$ cat config.mk
export PLATFORM = sky130hd
export DESIGN_NAME = uart_receiver
export DESIGN_NICKNAME = d
export VERILOG_FILES = /design/src/rtl/uart_pkg.sv /design/src/rtl/uart_baud_tick.sv /design/src/rtl/uart_receiver.sv
export SDC_FILE = /design/constraint.sdc
export NUM_CORES = 1
export LEC_CHECK = 0
export ABC_CLOCK_PERIOD_IN_PS = 2180
export BUFFER_PORTS_ARGS = -buffer_cell sky130_fd_sc_hd__buf_4
export CORE_AREA = 2 2 66 68
export DETAILED_ROUTE_END_ITERATION = 7
export DIE_AREA = 0 0 68 70
export GPL_TIMING_DRIVEN = 0
export PLACE_DENSITY = 0.7
export SYNTH_ARGS = -nofsm -noshare
export SYNTH_HDL_FRONTEND = slang
export SYNTH_SLANG_ARGS = --single-unit
$ cat constraint.sdc
create_clock -name sysclk -period 2.18 [get_ports sysclk]
set_input_delay 0.436 -clock sysclk [delete_from_list [all_inputs] [get_ports sysclk]]
set_output_delay 0.436 -clock sysclk [all_outputs]
set_load 0.005 [all_outputs]
$ cat src/rtl/uart_pkg.sv
// Shared UART definitions: FSM state encoding, oversampling constants and
// the 2-of-3 majority helper used for bit decisions.
package uart_pkg;

  localparam int OVERSAMPLE = 16;
  localparam int SAMPLE_MID = 8;
  localparam int DATA_BITS  = 8;

  typedef enum logic [1:0] {
    ST_IDLE  = 2'd0,
    ST_START = 2'd1,
    ST_DATA  = 2'd2,
    ST_STOP  = 2'd3
  } uart_state_e;

  function automatic logic maj3(input logic a, input logic b, input logic c);
    return (a & b) | (a & c) | (b & c);
  endfunction

endpackage

$ cat src/rtl/uart_baud_tick.sv
// Oversample tick generator: one-cycle tick every DIV sysclk cycles.
// The clear input restarts the count so ticks are phase-aligned to an event.
module uart_baud_tick #(
  parameter int DIV = 651
) (
  input  logic sysclk,
  input  logic reset,
  input  logic clear,
  output logic tick
);

  localparam int            CW   = (DIV > 1) ? $clog2(DIV) : 1;
  localparam logic [CW-1:0] LAST = CW'(DIV - 1);

  logic [CW-1:0] cnt_q;

  // Free-running divider, wrapping at DIV-1; clear and reset force it to 0.
  always_ff @(posedge sysclk) begin
    if (!reset || clear) begin
      cnt_q <= '0;
    end else if (cnt_q == LAST) begin
      cnt_q <= '0;
    end else begin
      cnt_q <= cnt_q + 1'b1;
    end
  end

  assign tick = (cnt_q == LAST);

endmodule

$ cat src/rtl/uart_receiver.sv
// 8N1 UART receiver with 2-flop line synchronizer, oversampled majority
// voting and stop-bit checking.
// Output protocol: rx_status is a valid-only strobe (no ready); it is high for
// exactly one cycle when rx_data has just been loaded, and rx_data then holds
// until the next good frame. frame_err is a one-cycle strobe for a frame whose
// stop bit voted 0; it never coincides with rx_status.
module uart_receiver #(
  parameter int CLK_HZ     = 100000000,
  parameter int BAUD       = 9600,
  parameter int OVERSAMPLE = 16
) (
  input  logic       sysclk,
  input  logic       reset,
  input  logic       rx_enable,
  input  logic       PC_Uart_rxd,
  output logic [7:0] rx_data,
  output logic       rx_status,
  output logic       frame_err,
  output logic       busy
);

  import uart_pkg::*;

  localparam int DIV = (CLK_HZ + (BAUD * OVERSAMPLE) / 2) / (BAUD * OVERSAMPLE);
  localparam int SW  = $clog2(OVERSAMPLE);
  localparam int BW  = $clog2(DATA_BITS);

  localparam logic [SW-1:0] S_LAST = SW'(OVERSAMPLE - 1);
  localparam logic [SW-1:0] S_V0   = SW'(SAMPLE_MID - 1);
  localparam logic [SW-1:0] S_V1   = SW'(SAMPLE_MID);
  localparam logic [SW-1:0] S_V2   = SW'(SAMPLE_MID + 1);
  localparam logic [BW-1:0] B_LAST = BW'(DATA_BITS - 1);

  logic                 sync1_q, sync2_q, prev_q;
  logic                 rx_s, fall, start_det, tick;
  uart_state_e          state_q;
  logic [SW-1:0]        sample_q, sample_d;
  logic [BW-1:0]        bit_q;
  logic [1:0]           vote_q;
  logic [DATA_BITS-1:0] shift_q;
  logic                 stop_fail_q;
  logic [7:0]           rx_data_q;
  logic                 rx_status_q, frame_err_q;

  // Two-flop synchronizer plus one delayed copy for falling-edge detection.
  always_ff @(posedge sysclk) begin
    if (!reset) begin
      sync1_q <= 1'b1;
      sync2_q <= 1'b1;
      prev_q  <= 1'b1;
    end else begin
      sync1_q <= PC_Uart_rxd;
      sync2_q <= sync1_q;
      prev_q  <= sync2_q;
    end
  end

  assign rx_s      = sync2_q;
  assign fall      = prev_q & ~sync2_q;
  assign start_det = (state_q == ST_IDLE) && rx_enable && fall;
  assign sample_d  = (sample_q == S_LAST) ? '0 : sample_q + 1'b1;

  uart_baud_tick #(
    .DIV (DIV)
  ) u_tick (
    .sysclk (sysclk),
    .reset  (reset),
    .clear  (start_det),
    .tick   (tick)
  );

  // Receive FSM: start validation, data voting/shifting, stop check, outputs.
  // A start bit is confirmed at its midpoint and DATA begins at its end, so the
  // vote samples sit at the centre of every following bit.
  always_ff @(posedge sysclk) begin
    if (!reset) begin
      state_q     <= ST_IDLE;
      sample_q    <= '0;
      bit_q       <= '0;
      vote_q      <= '0;
      shift_q     <= '0;
      stop_fail_q <= 1'b0;
      rx_data_q   <= 8'h00;
      rx_status_q <= 1'b0;
      frame_err_q <= 1'b0;
    end else begin
      rx_status_q <= 1'b0;
      frame_err_q <= 1'b0;
      if ((state_q != ST_IDLE) && !rx_enable) begin
        state_q     <= ST_IDLE;
        sample_q    <= '0;
        bit_q       <= '0;
        stop_fail_q <= 1'b0;
      end else begin
        case (state_q)
          ST_IDLE: begin
            if (start_det) begin
              state_q  <= ST_START;
              sample_q <= '0;
            end
          end
          ST_START: begin
            if (tick) begin
              sample_q <= sample_d;
              if ((sample_q == S_V0) && rx_s) begin
                state_q  <= ST_IDLE;
                sample_q <= '0;
              end else if (sample_q == S_LAST) begin
                state_q  <= ST_DATA;
                sample_q <= '0;
                bit_q    <= '0;
              end
            end
          end
          ST_DATA: begin
            if (tick) begin
              sample_q <= sample_d;
              if (sample_q == S_V0) vote_q[0] <= rx_s;
              if (sample_q == S_V1) vote_q[1] <= rx_s;
              if (sample_q == S_V2) begin
                shift_q <= {maj3(vote_q[0], vote_q[1], rx_s), shift_q[DATA_BITS-1:1]};
              end
              if (sample_q == S_LAST) begin
                bit_q <= bit_q + 1'b1;
                if (bit_q == B_LAST) begin
                  state_q <= ST_STOP;
                  bit_q   <= '0;
                end
              end
            end
          end
          ST_STOP: begin
            if (stop_fail_q) begin
              if (rx_s) begin
                state_q     <= ST_IDLE;
                stop_fail_q <= 1'b0;
                sample_q    <= '0;
              end
            end else if (tick) begin
              sample_q <= sample_d;
              if (sample_q == S_V0) vote_q[0] <= rx_s;
              if (sample_q == S_V1) vote_q[1] <= rx_s;
              if (sample_q == S_V2) begin
                if (maj3(vote_q[0], vote_q[1], rx_s)) begin
                  rx_data_q   <= shift_q;
                  rx_status_q <= 1'b1;
                  state_q     <= ST_IDLE;
                  sample_q    <= '0;
                end else begin
                  frame_err_q <= 1'b1;
                  stop_fail_q <= 1'b1;
                end
              end
            end
          end
          default: state_q <= ST_IDLE;
        endcase
      end
    end
  end

  assign rx_data   = rx_data_q;
  assign rx_status = rx_status_q;
  assign frame_err = frame_err_q;
  assign busy      = (state_q != ST_IDLE);

endmodule

==> results of run 1 <==
## final timing paths
check | slack [ps] | to | startpoint
max reg2reg | 220 | rx_data[2] | u_tick.cnt_q[0]
max | 220 | rx_data[2] | u_tick.cnt_q[0]
min reg2reg | 410 | rx_s | sync1_q
min | 320 | sync1_q | PC_Uart_rxd
## layout make-up
type / count / share of cell area [%]
Buffer: 8 / 1.68
Clock buffer: 5 / 3.08
Timing Repair Buffer: 14 / 4.70
Inverter: 8 / 1.34
Clock inverter: 2 / 1.68
Multi-Input combinational cell: 148 / 46.1
Tap cell: 52 / 2.91
Sequential cell: 43 / 38.5
## power by group
group	total [mW]	switching (mW)	internal, mW
logic	0.122	0.0758	0.0457
registers	0.805	0.00915	0.796
clock network	0.605	0.270	0.335
## cells in the mapped netlist (all sizes together) (4+ instances only)
cell type  instances
a21oi              7
and2               5
buf                4
clkbuf             4
dfxtp             43
ha                 7
inv                8
mux2i             20
nand2             12
nand3             10
nor2              19
nor2b             19
xnor2              5
## sequential cells by signal, indices dropped and copies added (netlist names), named ones only
register,flops
prev_q,1
sample_q,4
frame_err,1
shift_q,8
u_tick.cnt_q,10
rx_s,1
vote_q,2
rx_status,1
sync1_q,1
stop_fail_q,1
rx_data,8
bit_q,3
state_q,1
## metrics by stage
| step | instances | hold WS (ps) | power [mW] | setup slack, ps |
|---|---|---|---|---|
| after floorplan | 207 | 386 | 0.908 | 420 |
| after global placement | 273 | 399 | 0.943 | 206 |
| after detailed placement | 273 | 396 | 0.944 | 163 |
| after CTS | 280 | 322 | 1.55 | 158 |
| after global routing | 280 | 334 | 1.59 | 3.54 |
| final | 280 | 324 | 1.53 | 215 |
## metal layers
| layer | global-route usage [%] | wire length, um | up-vias |
|---|---|---|---|
| met5 | 0 | 0 | - |
| met4 | 4.89 | 27 | 0 |
| met3 | 4.83 | 82 | 3 |
| met2 | 25.7 | 1570 | 13 |
| met1 | 19.8 | 1700 | 660 |
| li1 | - | - | 764 |
## cells by family (layout without fill, tap and decap cells)
family,Yosys count,after routing
flip-flops,43,43
adder cells (fa/ha/maj),8,8
buffers and inverters,16,37
AND/OR/NAND/NOR,87,87
multiplexers,20,20
AO/OA/AOI/OAI,25,25
XOR/XNOR,8,8
## repair_timing
item,CTS,global route
gates resized for setup,0,1
endpoints found under the hold margin,0,0
endpoints found under the setup margin,0,5
==> flow_metrics.env, run 1 <==
export IMPL_synth_top_cell_area_share_pct=44.0
export IMPL_cts_root_buf="clkbuf_8"
export IMPL_fp_dieArea_sq_um=4760
export IMPL_period_minus_slack_ps=1960
export IMPL_seq_area_frac_synth_pct=44.0
export IMPL_status="finished, final reports clean"
export IMPL_crit_chain="inv_1 > ha_1 > and4b_1 > nand4_2 > nor4_1 > clkbuf_4 > mux2i_1 > nor2b_1"
export IMPL_dpl_hpwl_um=2420
export IMPL_setup_viol=0
export IMPL_place_congestion=0.809
export IMPL_critPathKind="reg2reg"
export IMPL_reg2regPathDepth=8
export IMPL_final_util_pct=54.0
export IMPL_async_flop_share_pct=0
export IMPL_arrival_ps=2160
export IMPL_rsz0062_at_grt="no"
export IMPL_viasPerCell=5.14
export IMPL_synthToLayoutAreaGrowth_pct=14.2
export IMPL_die_y_um=70
export IMPL_power_leakage_nw=0.833
export IMPL_peakVddDrop_mv=0.307
export IMPL_post_drt_wl_per_cell_um=12.0
export IMPL_drtPass1Iterations=4
export IMPL_fill_cells=385
export IMPL_hold_path_depth=2
export IMPL_syn_area_per_cell_sq_um=9.46
export IMPL_cp_end_kind="flip-flop"
export IMPL_powerDensity_nw_per_um2=685
export IMPL_layout_commonest_cell="dfxtp_1"
export IMPL_relSlewSlack_pct=50.7
export IMPL_skew_ps=3.82
export IMPL_grt_pass1_wl_um=5870
export IMPL_dominantRegCellSynth="dfxtp_1"
export IMPL_initial_core_util_pct=47.3
export IMPL_antenna_left=0
export IMPL_antenna_diode_count=0
export IMPL_cts_tree="yes"
export IMPL_htreeDepth=2
export IMPL_synth_compound_area_share_pct=8.95
export IMPL_io_pins=15
export IMPL_port_buffers=14
export IMPL_synth_distinct_cells=43
export IMPL_min_delay_path_class="in2reg"
export IMPL_critPathMaxStageDelay_ps=350
export IMPL_grt_start_max_net_pins=14
export IMPL_synth_warnings=0
export IMPL_synthCells=207
export IMPL_cp_start_kind="flip-flop"
export IMPL_tightest_slew_ps=736
export IMPL_post_dp_cell_area_sq_um=2130
export IMPL_critPathRequiredTime_ps=2370
export IMPL_drive_gt1_share_pct=12.7
export IMPL_cts_buffer_depth=2
export IMPL_multiInputGateArea_sq_um=1030
export IMPL_initialDrtViolationCount=53
export IMPL_ctsHoldBuffers=0
export IMPL_dr_total_vias=1440
export IMPL_crit_cells=8
export IMPL_synth_edf_count=0
export IMPL_globalRouteTotalUtil_pct=15.8
export IMPL_synth_fa_ha_area_share_pct=4.98
export IMPL_clock_fmax_mhz=509
export IMPL_regArea_sq_um=861
export IMPL_ys_ff_latch=43
export IMPL_clock_sinks=43
export IMPL_synth_area_top_cells="dfxtp_1, mux2i_1, nor2b_1"
export IMPL_post_cts_buffers=0
export IMPL_nNetsFinal=239
export IMPL_final_cell_area_sq_um=2240
export IMPL_first_global_vias=1373
export IMPL_cp_top_family="simple AND/OR/NAND/NOR gates"
export IMPL_synth_top_family_by_area="simple AND/OR/NAND/NOR gates"
export IMPL_period_share_pct=90.1
export IMPL_yosys_area_top_type="dfxtp_1"
export IMPL_drc=0
export IMPL_worst_path_buf_inv=2
export IMPL_cts_buffers=5
export IMPL_cts_clk_slew_worst_paths_ps=80
export IMPL_clkLatencyLatePin_ps=290
export IMPL_finalHoldViolations=0
export IMPL_core_area_sq_um=4140
export IMPL_wl_um=3370
export IMPL_syn_nets=218
export IMPL_yosys_area_share_simple_pct=25.0
export IMPL_std_cell_rows=24
export IMPL_netlist_area_sq_um=1960
export IMPL_antenna_found_initial=0
export IMPL_tns_ps=0
export IMPL_final_max_slew_viol_count=0
export IMPL_synthMuxAreaShare_pct=10.2
export IMPL_worst_path_max_fanout=9
export IMPL_cpMaxStageDelayCell="dfxtp_1"
export IMPL_die_w_um=68
export IMPL_final_cell_mix="dfxtp_1, mux2i_1, nor2_1, nor2b_1, buf_4"
export IMPL_synth_xor_area_share_pct=3.58
export IMPL_grt_overflow=0
export IMPL_timing_max_cap_violations=0
No activity file was read; power rests on OpenSTA's default activity.
==> inputs of run 2 (changes only) <==
- PLACE_DENSITY: 0.7 -> 0.67
==> run 2 against run 1 <==
Via count up 2.5%. Critical path depth unchanged. Non-clock buffer count unchanged. Hold slack worse by 1.1 ps. Clock-buffer cell count up 1. Maximum frequency down 0.81%. Cell area up 0.95%. Power up 3.4%. Die area unchanged. Sequential power about the same. Final cell count up 0.36%. Largest cell class unchanged.
==> flow_metrics.env, run 2 (same netlist as run 1, synthesis figures left out) <==
export IMPL_worst_path_buf_inv=2
export IMPL_place_congestion=0.801
export IMPL_globalRouteTotalUtil_pct=16.3
export IMPL_wl_um=3530
export IMPL_tightest_slew_ps=788
export IMPL_dr_total_vias=1476
export IMPL_worstSetupEndpoint="rx_data[1]"
export IMPL_crit_cells=8
export IMPL_clkLatencyLatePin_ps=300
export IMPL_p_comb_share_pct=7.7
export IMPL_die_w_um=68
export IMPL_p_switching_mw=0.366
export IMPL_rsz0062_at_grt="no"
export IMPL_critPathRequiredTime_ps=2370
export IMPL_critPathMaxStageDelay_ps=350
export IMPL_tns_ps=0
export IMPL_powerDensity_nw_per_um2=702
export IMPL_antenna_found_initial=0
export IMPL_viasPerCell=5.25
export IMPL_setup_viol=0
export IMPL_clock_fmax_mhz=505
export IMPL_cts_root_buf="clkbuf_8"
export IMPL_hold_slack_ps=323
export IMPL_final_max_slew_viol_count=0
export IMPL_power_leakage_nw=0.845
export IMPL_core_area_sq_um=4140
export IMPL_dpl_hpwl_um=2500
export IMPL_status="finished, final reports clean"
export IMPL_relSlewSlack_pct=47.2
export IMPL_timing_max_cap_violations=0
export IMPL_hold_path_depth=2
export IMPL_cts_tree="yes"
export IMPL_largest_reg_flops=10
export IMPL_drive_gt1_share_pct=13.5
export IMPL_post_drt_wl_per_cell_um=12.6
export IMPL_port_buffers=14
export IMPL_first_global_vias=1323
export IMPL_cts_clk_slew_worst_paths_ps=80
export IMPL_final_cell_mix="dfxtp_1, mux2i_1, nor2_1, nor2b_1, buf_4"
export IMPL_initialDrtViolationCount=57
export IMPL_critPathKind="reg2reg"
export IMPL_post_cts_resize_count=0
export IMPL_worst_path_max_fanout=9
export IMPL_p_int_mw=1.22
export IMPL_htreeDepth=2
export IMPL_drtPass1Iterations=4
export IMPL_layout_commonest_cell="dfxtp_1"
export IMPL_r2r_end="rx_data[1]"
export IMPL_die_y_um=70
export IMPL_period_minus_slack_ps=1980
export IMPL_synthToLayoutAreaGrowth_pct=15.3
export IMPL_critPathLaunch="u_tick.cnt_q[0]"
export IMPL_cp_top_family="simple AND/OR/NAND/NOR gates"
export IMPL_io_pins=15
export IMPL_cp_start_kind="flip-flop"
export IMPL_reg2regPathDepth=8
export IMPL_antenna_diode_count=0
export IMPL_ctsHoldBuffers=0
export IMPL_min_delay_path_class="in2reg"
export IMPL_skew_ps=8.30
export IMPL_fp_dieArea_sq_um=4760
export IMPL_clkPwrFrac_pct=41.6
export IMPL_timing_rr_start="u_tick.cnt_q[0]"
export IMPL_grt_overflow=0
export IMPL_peakVddDrop_mv=0.379
export IMPL_arrival_ps=2180
export IMPL_nNetsFinal=239
export IMPL_seqPwrFrac_pct=50.8
export IMPL_grt_pass1_wl_um=5980
export IMPL_crit_chain="inv_1 > ha_1 > and4b_1 > nand4_2 > nor4_2 > clkbuf_4 > mux2i_1 > nor2b_1"
export IMPL_grt_start_max_net_pins=15
export IMPL_cpMaxStageDelayCell="dfxtp_1"
export IMPL_finalHoldViolations=0
export IMPL_cts_buffer_depth=2
export IMPL_clock_sinks=43
export IMPL_drc=0
export IMPL_period_share_pct=90.9
export IMPL_netSwitchingFraction_pct=23.1
export IMPL_post_cts_buffers=0
export IMPL_r2r_slack_ps=200
export IMPL_regMostFlops="u_tick.cnt_q"
export IMPL_antenna_left=0
export IMPL_cp_end_kind="flip-flop"
export IMPL_cts_buffers=5
export IMPL_initial_core_util_pct=47.3
export IMPL_std_cell_rows=24
## run 2: area by class of cell
class                      count  area, sq um
clock buffer                   6         82.6
timing repair buffer          14          105
multi-input combinational    148         1040
tap                           52         65.1
fill                         409         1890
inverter                       8         30.0
clock inverter                 2         38.8
buffer                         8         37.5
sequential                    43          861
## run 2: how the worst min path moves through the flow
stage	start	endpoint	slack [ps]
global placement	sync1_q	rx_s	400
detailed placement	sync1_q	rx_s	400
global route	PC_Uart_rxd	sync1_q	330
floorplan	sync1_q	rx_s	390
CTS	PC_Uart_rxd	sync1_q	320
finish	PC_Uart_rxd	sync1_q	320
## run 2: per-stage QoR
| step | cell area [sq um] | utilization, % | instances | setup slack [ps] | power [mW] |
|---|---|---|---|---|---|
| detailed placement | 2130 | 51.4 | 273 | 176 | 0.945 |
| global route | 2260 | 54.5 | 281 | 15.1 | 1.65 |
| global placement | 2130 | 51.4 | 273 | 199 | 0.943 |
| finish | 2260 | 54.5 | 281 | 199 | 1.58 |
| CTS | 2250 | 54.3 | 281 | 161 | 1.61 |
| floorplan | 1960 | - | 207 | 420 | 0.908 |
## run 2: power groups by stage
| stage | Sequential [mW] | Clock [mW] | Combinational [mW] |
|---|---|---|---|
| final | 0.805 | 0.659 | 0.121 |
| after floorplan | 0.821 | 0 | 0.0861 |
| after CTS | 0.805 | 0.680 | 0.122 |
| after global routing | 0.808 | 0.706 | 0.137 |
| after detailed placement | 0.823 | 0 | 0.122 |
| after global placement | 0.823 | 0 | 0.120 |
## run 2: worst reg2reg max path, cell delays in order (launching register included)
cell and delay, ps:
dfxtp_1 350, inv_1 60, ha_1 140, and4b_1 230
nand4_2 250, nor4_2 300, clkbuf_4 280, mux2i_1 210
nor2b_1 60
## run 2: metal layers
| metal | GRT usage (%) | part of all wire, % |
|---|---|---|
| met1 | 20.9 | 49 |
| met2 | 26.1 | 48 |
| met3 | 5.31 | 3.1 |
| met4 | 4.00 | 0.34 |
| met5 | 0 | 0 |
==> inputs of run 3 (changes only) <==
- ABC_CLOCK_PERIOD_IN_PS: 2180 -> 2500
- clock period: 2.18 -> 2.5 ns (I/O delays scaled with it)
==> run 3 against run 2 <==
Core utilization shrank 0.21 points. Final cell count is the same. Global-route usage is the same. Clock skew is essentially flat. Combinational power shrank 13%. Setup slack gained 290 ps. Cell area shrank 0.39%. Sequential share of layout area grew 0.15 points. Clock-buffer cell count is the same. Hold slack gained 64 ps. Largest cell class unchanged. Routed wire length shrank 0.79%. Critical path type unchanged.
==> flow_metrics.env, run 3 (same netlist as run 1, synthesis figures left out) <==
export IMPL_status="finished, final reports clean"
export IMPL_clkPwrFrac_pct=41.6
export IMPL_place_congestion=0.801
export IMPL_critPathRequiredTime_ps=2700
export IMPL_cp_end_kind="flip-flop"
export IMPL_initial_core_util_pct=47.3
export IMPL_drc=0
export IMPL_peakVddDrop_mv=0.331
export IMPL_largest_reg_flops=10
export IMPL_post_cts_buffers=0
export IMPL_final_util_pct=54.3
export IMPL_die_y_um=70
export IMPL_critPathKind="reg2reg"
export IMPL_powerDensity_nw_per_um2=614
export IMPL_setup_viol=0
export IMPL_cts_tree="yes"
export IMPL_post_dp_cell_area_sq_um=2130
export IMPL_hold_start="PC_Uart_rxd"
export IMPL_drtPass1Iterations=4
export IMPL_drive_gt1_share_pct=13.1
export IMPL_port_buffers=14
export IMPL_grt_pass1_wl_um=5980
export IMPL_die_w_um=68
export IMPL_timing_max_cap_violations=0
export IMPL_finalHoldViolations=0
export IMPL_p_comb_share_pct=7.6
export IMPL_place_inst=273
export IMPL_core_area_sq_um=4140
export IMPL_clock_sinks=43
export IMPL_min_delay_path_class="in2reg"
export IMPL_p_int_mw=1.06
export IMPL_cts_root_buf="clkbuf_8"
export IMPL_wl_um=3510
export IMPL_skew_ps=8.01
export IMPL_clock_fmax_mhz=498
export IMPL_htreeDepth=2
export IMPL_globalRouteTotalUtil_pct=16.3
export IMPL_seqPwrFrac_pct=50.8
export IMPL_final_cell_area_sq_um=2250
export IMPL_relSlewSlack_pct=47.2
export IMPL_antenna_found_initial=0
export IMPL_ctsHoldBuffers=0
export IMPL_antenna_left=0
export IMPL_rsz0062_at_grt="no"
export IMPL_std_cell_rows=24
export IMPL_synthToLayoutAreaGrowth_pct=14.9
export IMPL_dr_total_vias=1478
export IMPL_power_leakage_nw=0.846
export IMPL_initialDrtViolationCount=50
export IMPL_cts_clk_slew_worst_paths_ps=80
export IMPL_first_global_vias=1323
export IMPL_period_share_pct=80.3
export IMPL_period_minus_slack_ps=2010
export IMPL_io_pins=15
export IMPL_fp_dieArea_sq_um=4760
export IMPL_final_cell_mix="dfxtp_1, mux2i_1, nor2_1, nor2b_1, buf_4"
export IMPL_viasPerCell=5.26
export IMPL_clkLatencyLatePin_ps=300
export IMPL_post_cts_resize_count=0
export IMPL_dpl_hpwl_um=2500
export IMPL_tightest_slew_ps=789
export IMPL_cts_buffers=5
export IMPL_regMostFlops="u_tick.cnt_q"
export IMPL_critPathLaunch="u_tick.cnt_q[0]"
export IMPL_netSwitchingFraction_pct=23.1
export IMPL_timing_rr_start="u_tick.cnt_q[0]"
export IMPL_grt_start_max_net_pins=15
export IMPL_antenna_diode_count=0
export IMPL_cp_start_kind="flip-flop"
export IMPL_stdcell_count=281
export IMPL_nNetsFinal=239
export IMPL_final_max_slew_viol_count=0
export IMPL_p_total_mw=1.38
export IMPL_grt_overflow=0
export IMPL_worst_path_max_fanout=9
export IMPL_tns_ps=0
export IMPL_post_drt_wl_per_cell_um=12.5
export IMPL_layout_commonest_cell="dfxtp_1"
export IMPL_arrival_ps=2200
export IMPL_p_switching_mw=0.319
export IMPL_cts_buffer_depth=2
run 3: cell type report:
type / instances / area [sq um]
inverter: 8 / 30.0
multi-input combinational: 148 / 1030
timing repair buffer: 14 / 105
buffer: 8 / 35.0
clock inverter: 2 / 38.8
tap: 52 / 65.1
sequential: 43 / 861
clock buffer: 6 / 82.6
fill: 408 / 1890
run 3: worst paths after layout:
| path | slack, ps | end | cells past startpoint |
|---|---|---|---|
| min | 390 | sync1_q | 2 |
| min reg2reg | 420 | rx_s | 1 |
| max reg2reg | 490 | rx_data[1] | 8 |
| max | 490 | rx_data[1] | 8 |
run 3: per-stage QoR:
step	setup WS, ps	hold slack (ps)
floorplan	740	386
global placement	519	401
detailed placement	496	397
CTS	481	384
global route	194	393
finish	492	387
run 3: per-layer routing:
metal  part of all wire, %  GRT usage [%]  wire (um)  vias to the layer above
li1                      -              -          -                      762
met1                    48           20.9       1700                      695
met2                    48           26.1       1690                       19
met3                   3.1           5.31        108                        2
met4                  0.37           4.00         13                        0
met5                     0              0          0                        -
run 3: power by group through the flow:
stage | logic [mW] | registers (mW) | clock network [mW]
floorplan | 0.0751 | 0.716 | 0
CTS | 0.106 | 0.702 | 0.593
detailed placement | 0.106 | 0.718 | 0
global route | 0.119 | 0.704 | 0.616
finish | 0.105 | 0.702 | 0.575
global placement | 0.104 | 0.718 | 0
run 3: critical path, cell delays in order (launching register included):
cell and delay [ps]:
dfxtp_1 350, inv_1 60, ha_1 140, and4b_1 230, nand4_2 240, nor4_1 290
buf_2 310, mux2i_1 220, nor2b_1 60
